**src/rtl/gyro_seq.sv**
```systemverilog
// SPI sequencer for the inertial sensor: power-up wait, three configuration writes,
// then a read-L/read-H pair per data-ready interrupt, assembling a signed yaw-rate sample.
module gyro_seq #(
    parameter int unsigned PWR_UP_CYC = 65535
) (
    input  logic        clk,
    input  logic        rst_n,
    input  logic        int_i,
    input  logic        done_i,
    input  logic [15:0] resp_i,
    output logic        snd_o,
    output logic [15:0] cmd_o,
    output logic        init_done_o,
    output logic [15:0] yaw_rt_o,
    output logic        vld_o
);

    localparam logic [15:0] PwrUpLast = 16'(PWR_UP_CYC - 1);

    localparam logic [15:0] CmdInt1Ctrl = 16'h0D02;
    localparam logic [15:0] CmdCtrl2G   = 16'h1160;
    localparam logic [15:0] CmdCtrl5    = 16'h1440;
    localparam logic [15:0] CmdRdZL     = 16'hA600;
    localparam logic [15:0] CmdRdZH     = 16'hA700;

    typedef enum logic [2:0] {
        StPwrUp,
        StWr1,
        StWr2,
        StWr3,
        StIdle,
        StRdL,
        StRdH
    } state_e;

    state_e      state_q, state_d;
    logic [15:0] cnt_q, cnt_d;
    logic        pend_q, pend_d;
    logic [2:0]  int_sync_q;
    logic        done_q;
    logic        snd_q, snd_d;
    logic [15:0] cmd_q, cmd_d;
    logic        init_done_q, init_done_d;
    logic [7:0]  yaw_l_q, yaw_l_d;
    logic [15:0] yaw_q, yaw_d;
    logic        vld_q, vld_d;

    logic int_re;
    logic done_re;

    // Stage 2 vs stage 3 compare: only metastability-filtered INT reaches the FSM.
    assign int_re  = int_sync_q[1] & ~int_sync_q[2];
    // A level-high sticky done is never a completion; only its rising edge is.
    assign done_re = done_i & ~done_q;

    always_comb begin
        state_d     = state_q;
        cnt_d       = cnt_q;
        snd_d       = 1'b0;
        cmd_d       = cmd_q;
        init_done_d = init_done_q;
        yaw_l_d     = yaw_l_q;
        yaw_d       = yaw_q;
        vld_d       = 1'b0;
        pend_d      = pend_q | (int_re & init_done_q & (state_q != StIdle));

        case (state_q)
            StPwrUp: begin
                cnt_d = cnt_q + 16'd1;
                if (cnt_q == PwrUpLast) begin
                    snd_d   = 1'b1;
                    cmd_d   = CmdInt1Ctrl;
                    state_d = StWr1;
                end
            end
            StWr1: begin
                if (done_re) begin
                    snd_d   = 1'b1;
                    cmd_d   = CmdCtrl2G;
                    state_d = StWr2;
                end
            end
            StWr2: begin
                if (done_re) begin
                    snd_d   = 1'b1;
                    cmd_d   = CmdCtrl5;
                    state_d = StWr3;
                end
            end
            StWr3: begin
                if (done_re) begin
                    init_done_d = 1'b1;
                    state_d     = StIdle;
                end
            end
            StIdle: begin
                if (pend_q || int_re) begin
                    snd_d   = 1'b1;
                    cmd_d   = CmdRdZL;
                    pend_d  = 1'b0;
                    state_d = StRdL;
                end
            end
            StRdL: begin
                if (done_re) begin
                    yaw_l_d = resp_i[7:0];
                    snd_d   = 1'b1;
                    cmd_d   = CmdRdZH;
                    state_d = StRdH;
                end
            end
            StRdH: begin
                if (done_re) begin
                    yaw_d   = {resp_i[7:0], yaw_l_q};
                    vld_d   = 1'b1;
                    state_d = StIdle;
                end
            end
            default: begin
                state_d = StPwrUp;
                cnt_d   = '0;
            end
        endcase
    end

    always_ff @(posedge clk or negedge rst_n) begin
        if (!rst_n) begin
            state_q     <= StPwrUp;
            cnt_q       <= '0;
            pend_q      <= 1'b0;
            int_sync_q  <= '0;
            done_q      <= 1'b0;
            snd_q       <= 1'b0;
            cmd_q       <= '0;
            init_done_q <= 1'b0;
            yaw_l_q     <= '0;
            yaw_q       <= '0;
            vld_q       <= 1'b0;
        end else begin
            state_q     <= state_d;
            cnt_q       <= cnt_d;
            pend_q      <= pend_d;
            int_sync_q  <= {int_sync_q[1:0], int_i};
            done_q      <= done_i;
            snd_q       <= snd_d;
            cmd_q       <= cmd_d;
            init_done_q <= init_done_d;
            yaw_l_q     <= yaw_l_d;
            yaw_q       <= yaw_d;
            vld_q       <= vld_d;
        end
    end

    assign snd_o       = snd_q;
    assign cmd_o       = cmd_q;
    assign init_done_o = init_done_q;
    assign yaw_rt_o    = yaw_q;
    assign vld_o       = vld_q;

endmodule

```
**config.mk**
```make
export PLATFORM = sky130hd
export DESIGN_NAME = gyro_seq
export DESIGN_NICKNAME = d
export VERILOG_FILES = /design/src/rtl/gyro_seq.sv
export SDC_FILE = /design/constraint.sdc
export NUM_CORES = 1
export LEC_CHECK = 0
export BUFFER_PORTS_ARGS = -buffer_cell sky130_fd_sc_hd__buf_4
export CELL_PAD_IN_SITES_DETAIL_PLACEMENT = 1
export CELL_PAD_IN_SITES_GLOBAL_PLACEMENT = 1
export CORE_MARGIN = 4
export CORE_UTILIZATION = 38
export DETAILED_ROUTE_END_ITERATION = 10
export GPL_TIMING_DRIVEN = 0
export PLACE_DENSITY_LB_ADDON = 0.1
export SYNTH_ARGS = -nofsm -noshare
export SYNTH_HDL_FRONTEND = slang
export SYNTH_SLANG_ARGS = --single-unit
export TNS_END_PERCENT = 50
```
**constraint.sdc**
```tcl
create_clock -name clk -period 1.75 [get_ports clk]
set_clock_uncertainty 0.1 [all_clocks]
set_input_delay 0 -clock clk [delete_from_list [all_inputs] [get_ports clk]]
set_output_delay 0 -clock clk [all_outputs]
set_load 0.02 [all_outputs]
```
==> flow_metrics.env, run 1 <==
export IMPL_drtIter0Drc=75
export IMPL_whs_path_depth=5
export IMPL_wl_met2_um=3080
export IMPL_drt_wl_total_um=6300
export IMPL_synthArstFlopShare_pct=100
export IMPL_synth_edff_count=0
export IMPL_cpPeakStageDelay_ns=0.42
export IMPL_syn_inst=225
export IMPL_syn_avg_cell_area_sq_um=11.5
export IMPL_period_share_pct=102
export IMPL_insertion_delay_ns=0.34
export IMPL_track_usage_pct=15.4
export IMPL_n_antenna_cell=0
export IMPL_worstMarginPinSlew_ns=0.751
export IMPL_cap_violations=0
export IMPL_wl_per_cell_um=16.4
export IMPL_path_max_fanout=6
export IMPL_r2r_cells=4
export IMPL_grt_pass1_vias=1972
export IMPL_cts_root_buf="clkbuf_8"
export IMPL_hpwl_um=3970
export IMPL_synth_ff_type="dfrtp_1"
export IMPL_cts_htree_levels=3
export IMPL_io_pins=55
export IMPL_internal_power_uw=2140
export IMPL_grt_pass1_wl_um=10100
export IMPL_crit_cells=4
export IMPL_synth_seq_cells=57
export IMPL_p_per_area_nw_per_um2=777
export IMPL_rsz0062_at_grt="true"
export IMPL_setup_tns_final_ns=-0.230
export IMPL_vias_per_cell=5.11
export IMPL_core_area_sq_um=6460
export IMPL_seq_power_share_pct=49.0
export IMPL_cp_slowest_cell="dfrtp_1"
export IMPL_ys_top_cells_by_area="dfrtp_1, mux2_2, buf_4"
export IMPL_hold_viol_final=0
export IMPL_critPathRequiredTime_ns=1.86
export IMPL_power_leakage_uw=0.00169
export IMPL_post_place_cells=347
export IMPL_crit_buf_inv=1
export IMPL_die_area_sq_um=8160
export IMPL_grt_max_degree=58
export IMPL_met1_length_um=2850
export IMPL_finalCriticalPeriod_ns=1.78
export IMPL_hold_class="in -> reg"
export IMPL_route_met3_wl_um=250
export IMPL_cts_tree="built"
export IMPL_drive_gt1_share_pct=39.6
export IMPL_synth_distinct_cells=43
export IMPL_die_h_um=90.4
export IMPL_nets=326
export IMPL_peakVddDrop_uv=334
export IMPL_cts_inserted_buffers=9
export IMPL_p_comb_share_pct=6.2
export IMPL_yosysMostFrequentCell="dfrtp_1"
export IMPL_worstSetupEndpointType="register"
export IMPL_num_rows=29
export IMPL_worstPathCellList="or3b_4 -> nor2_4 -> buf_4 -> mux2_2"
export IMPL_crit_path_start_kind="register"
export IMPL_top_layer="met4"
export IMPL_arrival_ns=1.90
export IMPL_overflow=0
export IMPL_p_clk_share_pct=44.8
export IMPL_synth_area_sq_um=2580
export IMPL_synth_top_area_cell="dfrtp_1"
export IMPL_yosysSeqAreaShare_pct=55.3
export IMPL_antenna_found_initial=0
export IMPL_ys_top_cells_by_count="dfrtp_1, mux2_2, nand2_1, o21ai_0, buf_4"
export IMPL_setup_violations=15
export IMPL_failed_checks="setup timing"
export IMPL_switchingPower_uw=606
export IMPL_maxSlewViolCount=0
export IMPL_worst_slack_ns=-0.0337
export IMPL_area_delta_synth_final_pct=37.3
export IMPL_cts_path_max_buffers=2
export IMPL_vias=1967
export IMPL_final_cells=385
export IMPL_yosysWarnings=0
export IMPL_post_place_ws_ns=-0.210
export IMPL_relSlewSlack_pct=49.9
export IMPL_start_util_pct=39.9
export IMPL_gp_congestion=0.743
export IMPL_fmax_ghz=0.561
export IMPL_critical_path_top_delay_family="simple AND/OR/NAND/NOR gates"
export IMPL_fill_cells=688
export IMPL_status="complete, but fails checks"
export IMPL_drtAntennaViolNets=0
export IMPL_portBuffers=40
export IMPL_swShare_pct=22.1
export IMPL_drtPass1Iterations=4
export IMPL_yosysTopAreaCellShare_pct=55.3
export IMPL_clock_sinks=57
export IMPL_criticalPathCategory="reg -> reg"
export IMPL_drc_errors=0
export IMPL_path_clk_slew_ns=0.06
export IMPL_die_x_um=90.4
==> logic make-up after synthesis <==
family,after synthesis,share of synthesized area (%)
mux,31,13.2
flops,57,55.3
fa+ha+maj,3,1.36
other cells,1,0.145
simple gates,75,16.2
compound gates,34,8.30
buf+inv,24,5.49
==> sequential cells by signal, summed over array words and instances, names as in the netlist <==
register / flops
cnt_q: 16
yaw_rt_o: 16
yaw_l_q: 8
cmd_o: 6
int_sync_q: 3
state_q: 3
done_q: 1
init_done_o: 1
pend_q: 1
snd_o: 1
vld_o: 1
==> worst register-to-register path: stages (launching register included) <==
cell and delay, ns:
dfrtp_1 0.42, or3b_4 0.41, nor2_4 0.23, buf_4 0.16, mux2_2 0.33
==> cells in the final DEF, fill, tap and decap left out, types with 3 or more instances in the layout <==
master | Yosys | final
nand2b_1 | 3 | 3
inv_1 | 7 | 7
clkbuf_8 | 0 | 12
nand3_1 | 7 | 6
buf_4 | 11 | 60
mux2i_1 | 7 | 7
dlygate4sd3_1 | 0 | 11
and2_1 | 3 | 3
or2_2 | 3 | 3
nor3_1 | 8 | 6
nand4_1 | 6 | 6
nor3b_1 | 3 | 3
nand2_1 | 20 | 20
mux2_4 | 0 | 9
o21ai_0 | 12 | 10
conb_1 | 1 | 6
dfrtp_1 | 57 | 56
mux2_2 | 24 | 15
nor2_1 | 9 | 8
a21oi_1 | 6 | 6
==> per-stage QoR <==
| step | hold WS, ns | util, % | power [uW] | instance area (sq um) |
|---|---|---|---|---|
| 3_3_place_gp | 0.0101 | 46.4 | 1510 | 3000 |
| 4_1_cts | 0.0345 | 52.3 | 2770 | 3380 |
| 5_1_grt | 0.151 | 54.8 | 2860 | 3540 |
| 2_1_floorplan | -0.396 | - | 1430 | 2600 |
| 3_5_place_dp | 0.0111 | 46.4 | 1510 | 3000 |
| 6_report | 0.107 | 54.8 | 2750 | 3540 |
==> metal layers <==
metal / track usage [%] / vias to the layer above
met4: 7.27 / 0
met1: 18.9 / 979
met5: 0 / -
met2: 25.3 / 36
met3: 3.75 / 11
li1: - / 941
==> what timing repair did <==
item                                    CTS  global route
hold endpoints to repair                 75             0
pin swaps                                 3             4
hold buffers                             11             0
resized for setup                        10            19
setup buffers                             2            10
endpoints found under the setup margin   33            30
gates cloned                              0             1
==> worst paths after layout <==
kind / start / to / slack (ns)
setup / recovery: state_q[0] / yaw_rt_o[4] / -0.03
hold / removal: done_i / state_q[0] / 0.11
setup reg to reg: state_q[0] / yaw_rt_o[4] / -0.03
hold reg to reg: int_sync_q[0] / int_sync_q[1] / 0.25
max in group asynchronous: rst_n / cnt_q[0] / 0.83
min in group asynchronous: rst_n / yaw_rt_o[7] / 0.18
==> final cells by class <==
type	count	area [sq um]	share of cell area (%)
buffer	16	134	3.78
tap	77	96.3	2.72
clock inverter	3	40.0	1.13
clock buffer	12	155	4.38
timing repair buffer	64	542	15.3
sequential	57	1430	40.3
multi-input combinational	149	1120	31.6
inverter	7	26.3	0.743
==> power groups by stage <==
stage | Combinational (uW) | Clock (uW) | Sequential [uW]
2_1_floorplan | 49.4 | 0 | 1380
5_1_grt | 186 | 1320 | 1350
6_report | 170 | 1230 | 1350
4_1_cts | 166 | 1260 | 1350
3_5_place_dp | 145 | 0 | 1370
3_3_place_gp | 144 | 0 | 1370
Note: power is estimated with default switching activity, not from simulation.
==> inputs of run 2 (changes only) <==
--- a/config.mk
+++ b/config.mk
@@ -9,7 +9,8 @@
 export CELL_PAD_IN_SITES_DETAIL_PLACEMENT = 1
 export CELL_PAD_IN_SITES_GLOBAL_PLACEMENT = 1
 export CORE_MARGIN = 4
-export CORE_UTILIZATION = 38
+export CORE_UTILIZATION = 40
+export CTS_BUF_LIST = sky130_fd_sc_hd__clkbuf_8
 export DETAILED_ROUTE_END_ITERATION = 10
 export GPL_TIMING_DRIVEN = 0
 export PLACE_DENSITY_LB_ADDON = 0.1
==> run 2 against run 1 <==
  * The run still ends with setup timing left
  * Register-to-register slack better by 0.02 ns
  * Fmax up 1.1%
  * Sequential power about the same
  * Final cell count down 0.26%
  * Highest routed layer unchanged
  * Via count down 0.61%
==> flow_metrics.env, run 2 (synthesized netlist as in run 1, its figures left out) <==
export IMPL_die_x_um=88.3
export IMPL_cts_tree="built"
export IMPL_cts_inserted_buffers=9
export IMPL_worstPathCellList="or3b_4 -> nor2_4 -> buf_4 -> mux2_2"
export IMPL_p_per_area_nw_per_um2=741
export IMPL_rsz0062_at_grt="true"
export IMPL_cts_path_max_buffers=2
export IMPL_cts_htree_levels=3
export IMPL_area_delta_synth_final_pct=38.0
export IMPL_cap_violations=0
export IMPL_grt_max_degree=58
export IMPL_clock_sinks=57
export IMPL_nets=327
export IMPL_power_leakage_uw=0.00172
export IMPL_relSlewSlack_pct=52.3
export IMPL_io_pins=55
export IMPL_cpPeakStageDelay_ns=0.42
export IMPL_overflow=0
export IMPL_period_share_pct=101
export IMPL_hpwl_um=4050
export IMPL_worstMarginPinSlew_ns=0.715
export IMPL_status="complete, but fails checks"
export IMPL_core_area_sq_um=6100
export IMPL_worstSetupEndpointType="register"
export IMPL_crit_buf_inv=1
export IMPL_vias_per_cell=5.09
export IMPL_p_clk_share_pct=42.5
export IMPL_antenna_found_initial=0
export IMPL_final_common_cell="buf_4"
export IMPL_hold_class="in -> async"
export IMPL_multi_input_area_sq_um=1150
export IMPL_critical_path_top_delay_family="simple AND/OR/NAND/NOR gates"
export IMPL_die_area_sq_um=7790
export IMPL_drc_errors=0
export IMPL_path_clk_slew_ns=0.07
export IMPL_gp_congestion=0.748
export IMPL_failed_checks="setup timing"
export IMPL_drtPass1Iterations=4
export IMPL_vias=1955
export IMPL_path_max_fanout=5
export IMPL_drtAntennaViolNets=0
export IMPL_holdWs_ns=0.169
export IMPL_cts_root_buf="clkbuf_8"
export IMPL_seq_power_share_pct=51.0
export IMPL_drt_wl_total_um=6380
export IMPL_finalCriticalPeriod_ns=1.77
export IMPL_p_comb_share_pct=6.4
export IMPL_grt_pass1_wl_um=10500
export IMPL_swShare_pct=22.9
export IMPL_seq_area_sq_um=1430
export IMPL_start_util_pct=42.3
export IMPL_critPathRequiredTime_ns=1.86
export IMPL_track_usage_pct=17.7
export IMPL_criticalPathCategory="reg -> reg"
export IMPL_final_cell_mix="buf_4, dfrtp_1, nand2_1, mux2_2, clkbuf_8"
export IMPL_p_total_uw=2640
export IMPL_crit_path_start_kind="register"
export IMPL_die_h_um=88.3
export IMPL_internal_power_uw=2030
export IMPL_peakVddDrop_uv=488
export IMPL_wl_per_cell_um=16.6
export IMPL_hold_viol_final=0
export IMPL_insertion_delay_ns=0.33
export IMPL_arrival_ns=1.88
export IMPL_cp_slowest_cell="or3b_4"
export IMPL_num_rows=28
export IMPL_setup_violations=1
export IMPL_fill_cells=664
export IMPL_drive_gt1_share_pct=42.4
export IMPL_fmax_ghz=0.567
export IMPL_portBuffers=40
export IMPL_switchingPower_uw=604
export IMPL_grt_pass1_vias=2162
export IMPL_maxSlewViolCount=0
export IMPL_drtIter0Drc=63
export IMPL_n_antenna_cell=0
export IMPL_worst_slack_ns=-0.0151
[run 2: cell count changes in the layout (fill, tap and decap cells not counted), sizes merged]
cell / previous run / this run
buf: 64 / 65
bufinv: 1 / 0
clkinv: 2 / 3
[run 2: power groups by stage]
stage                     sequential, uW  clock [uW]  combinational [uW]
after detailed placement            1370           0                 145
after CTS                           1350        1160                 165
final                               1350        1120                 170
after floorplan                     1380           0                49.4
after global routing                1350        1220                 187
after global placement              1370           0                 144
[run 2: through the flow]
step | setup slack, ns | cell area [sq um] | util [%] | cells | TNS, ns
2_1_floorplan | 0.0429 | 2600 | - | 230 | 0
3_3_place_gp | -0.184 | 3000 | 49.2 | 345 | -3.52
3_5_place_dp | -0.216 | 3000 | 49.2 | 345 | -4.13
4_1_cts | -0.0275 | 3380 | 55.4 | 378 | -0.0633
5_1_grt | -0.0853 | 3560 | 58.4 | 384 | -0.859
6_report | -0.0151 | 3560 | 58.4 | 384 | -0.0151
[run 2: path summary, 6_finish.rpt]
kind / cells past startpoint / slack [ns] / from / end
min reg2reg: 0 / 0.26 / int_sync_q[0] / int_sync_q[1]
min: 2 / 0.17 / rst_n / yaw_rt_o[10]
max: 4 / -0.02 / state_q[0] / yaw_rt_o[6]
min in group clk: 2 / 0.22 / int_i / int_sync_q[0]
max reg2reg: 4 / -0.02 / state_q[0] / yaw_rt_o[6]
max in group asynchronous: 2 / 0.87 / rst_n / cnt_q[0]
[run 2: final cells by class]
cell class / count / share of cell area (%)
plain buffers: 17 / 3.83
clock inverters: 3 / 0.422
well taps: 75 / 2.64
repair buffers: 64 / 15.1
flip-flops and latches: 57 / 40.1
multi-input cells: 149 / 32.5
clock buffers: 12 / 4.64
inverters: 7 / 0.739
[run 2: layer usage]
layer	vias up	part of all wire, %	routed length [um]	global-route usage, %
met1	966	47	3000	23.5
met3	10	2.7	175	3.54
met2	34	49	3110	28.3
met4	0	1.4	87	7.42
met5	-	0	0	0
li1	945	-	-	-
[run 2: timing repair]
action,CTS,global route
cloned,0,1
pin swaps,7,4
setup buffers,7,5
endpoints found under the hold margin,75,0
endpoints found under the setup margin,34,38
hold buffers,11,0
resized for setup,7,33
==> inputs of run 3 (changes only) <==
--- a/config.mk
+++ b/config.mk
@@ -11,9 +11,11 @@
 export CORE_MARGIN = 4
 export CORE_UTILIZATION = 40
 export CTS_BUF_LIST = sky130_fd_sc_hd__clkbuf_8
+export CTS_CLUSTER_DIAMETER = 30
 export DETAILED_ROUTE_END_ITERATION = 10
 export GPL_TIMING_DRIVEN = 0
 export PLACE_DENSITY_LB_ADDON = 0.1
+export SKIP_LAST_GASP = 1
 export SYNTH_ARGS = -nofsm -noshare
 export SYNTH_HDL_FRONTEND = slang
 export SYNTH_SLANG_ARGS = --single-unit
==> run 3 against run 2 <==
  * The flow now finishes without violations
  * Power down 0.26%
  * Sequential power is essentially flat
  * Combinational power is 4% lower
  * Final area down 1.5%
  * Utilization decreased by 0.90 points
  * Critical path depth is the same
  * Clock power is essentially flat
  * Sequential cell count stayed put
  * Via count increased by 2.4%
  * Final cell count shrank 0.52%
  * Sequential share of layout area grew 0.63 points
  * Critical endpoint unchanged
==> flow_metrics.env, run 3 (synthesized netlist as in run 1, its figures left out) <==
export IMPL_period_share_pct=98.8
export IMPL_endpoint="yaw_rt_o[6]"
export IMPL_finalCriticalPeriod_ns=1.73
export IMPL_worstMarginPinSlew_ns=0.722
export IMPL_hold_viol_final=0
export IMPL_setup_violations=0
export IMPL_cts_htree_levels=3
export IMPL_core_area_sq_um=6100
export IMPL_final_cell_mix="buf_4, dfrtp_1, mux2_2, nand2_1, clkbuf_8"
export IMPL_critical_path_top_delay_family="simple AND/OR/NAND/NOR gates"
export IMPL_cts_tree="built"
export IMPL_cp_slowest_cell="or3b_4"
export IMPL_drc_errors=0
export IMPL_worstSetupEndpointType="register"
export IMPL_path_max_fanout=4
export IMPL_rsz0062_at_grt="true"
export IMPL_grt_pass1_vias=2166
export IMPL_cts_inserted_buffers=9
export IMPL_cap_violations=0
export IMPL_die_h_um=88.3
export IMPL_gp_congestion=0.748
export IMPL_status="finished clean"
export IMPL_portBuffers=40
export IMPL_cpPeakStageDelay_ns=0.44
export IMPL_die_area_sq_um=7790
export IMPL_area_delta_synth_final_pct=35.9
export IMPL_drtIter0Drc=65
export IMPL_track_usage_pct=17.7
export IMPL_grt_pass1_wl_um=10600
export IMPL_power_leakage_uw=0.00169
export IMPL_relSlewSlack_pct=51.9
export IMPL_crit_cells=4
export IMPL_worstReg2RegEnd="yaw_rt_o[6]"
export IMPL_p_per_area_nw_per_um2=751
export IMPL_maxSlewViolCount=0
export IMPL_peakVddDrop_uv=500
export IMPL_cts_path_max_buffers=2
export IMPL_antenna_found_initial=0
export IMPL_insertion_delay_ns=0.33
export IMPL_criticalPathCategory="reg -> reg"
export IMPL_critPathRequiredTime_ns=1.86
export IMPL_fmax_ghz=0.578
export IMPL_cts_root_buf="clkbuf_8"
export IMPL_io_pins=55
export IMPL_cp_startpoint="state_q[0]"
export IMPL_clock_sinks=57
export IMPL_vias=2001
export IMPL_start_util_pct=42.3
export IMPL_crit_buf_inv=1
export IMPL_grt_max_degree=58
export IMPL_die_x_um=88.3
export IMPL_crit_path_start_kind="register"
export IMPL_drive_gt1_share_pct=42.0
export IMPL_drtAntennaViolNets=0
export IMPL_fill_cells=675
export IMPL_worstPathCellList="or3b_4 -> nor2_4 -> buf_4 -> mux2_2"
export IMPL_final_common_cell="buf_4"
export IMPL_regToRegSetupSlack_ns=0.02
export IMPL_post_dp_cell_area_sq_um=3000
export IMPL_r2r_cells=4
export IMPL_nets=325
export IMPL_final_cell_area_sq_um=3500
export IMPL_num_rows=28
export IMPL_arrival_ns=1.84
export IMPL_drtPass1Iterations=4
export IMPL_setup_tns_final_ns=0
export IMPL_n_antenna_cell=0
export IMPL_vias_per_cell=5.24
export IMPL_hold_class="in -> async"
export IMPL_wl_per_cell_um=16.2
export IMPL_r2r_start="state_q[0]"
export IMPL_path_clk_slew_ns=0.06
export IMPL_drt_wl_total_um=6200
export IMPL_hpwl_um=4050
export IMPL_overflow=0
run 3: how the worst min path moves through the flow:
stage | startpoint | end | slack, ns | cells past startpoint
after floorplan | rst_n | cmd_o[10] | -0.40 | 0
after global routing | rst_n | yaw_rt_o[2] | 0.23 | 2
final | rst_n | yaw_rt_o[10] | 0.17 | 2
after detailed placement | rst_n | yaw_rt_o[10] | 0.01 | 1
after CTS | rst_n | yaw_rt_o[2] | 0.20 | 2
after global placement | int_i | int_sync_q[0] | 0.01 | 1
run 3: area by class of cell:
type	instances	area [sq um]	share of cell area (%)
plain buffers	16	125	3.57
clock buffers	12	165	4.72
clock inverters	3	15.0	0.429
inverters	7	26.3	0.750
multi-input cells	149	1130	32.3
flip-flops and latches	57	1430	40.8
well taps	75	93.8	2.68
repair buffers	63	517	14.8
run 3: layer usage:
metal | share of wire (%) | vias up | wire, um | global-route usage, %
li1 | - | 939 | - | -
met1 | 46 | 1004 | 2850 | 23.6
met2 | 48 | 47 | 3000 | 28.3
met3 | 4.0 | 11 | 248 | 3.54
met4 | 1.7 | 0 | 108 | 7.42
met5 | 0 | - | 0 | 0
run 3: repair_timing:
| action | CTS | global route |
|---|---|---|
| hold endpoints to repair | 75 | 0 |
| gates resized for setup | 5 | 25 |
| setup endpoints to repair | 34 | 39 |
| cloned | 0 | 0 |
| hold buffers | 11 | 0 |
| setup buffers | 7 | 5 |
| pin swaps | 4 | 2 |
run 3: per-stage QoR:
step	util [%]	setup WS, ns	hold WS [ns]	cells	power [uW]
2_1_floorplan	-	0.0429	-0.396	230	1430
3_5_place_dp	49.2	-0.216	0.0141	345	1510
5_1_grt	57.5	-0.0669	0.232	382	2750
3_3_place_gp	49.2	-0.184	0.0100	345	1510
6_report	57.5	0.0208	0.174	382	2630
4_1_cts	55.4	-0.0562	0.196	378	2670
run 3: where the power goes:
group / total (uW) / internal [uW] / switching (uW)
combinational: 163 / 78.2 / 85.0
sequential: 1350 / 1340 / 9.63
clock: 1120 / 614 / 507
total: 2630 / 2030 / 602
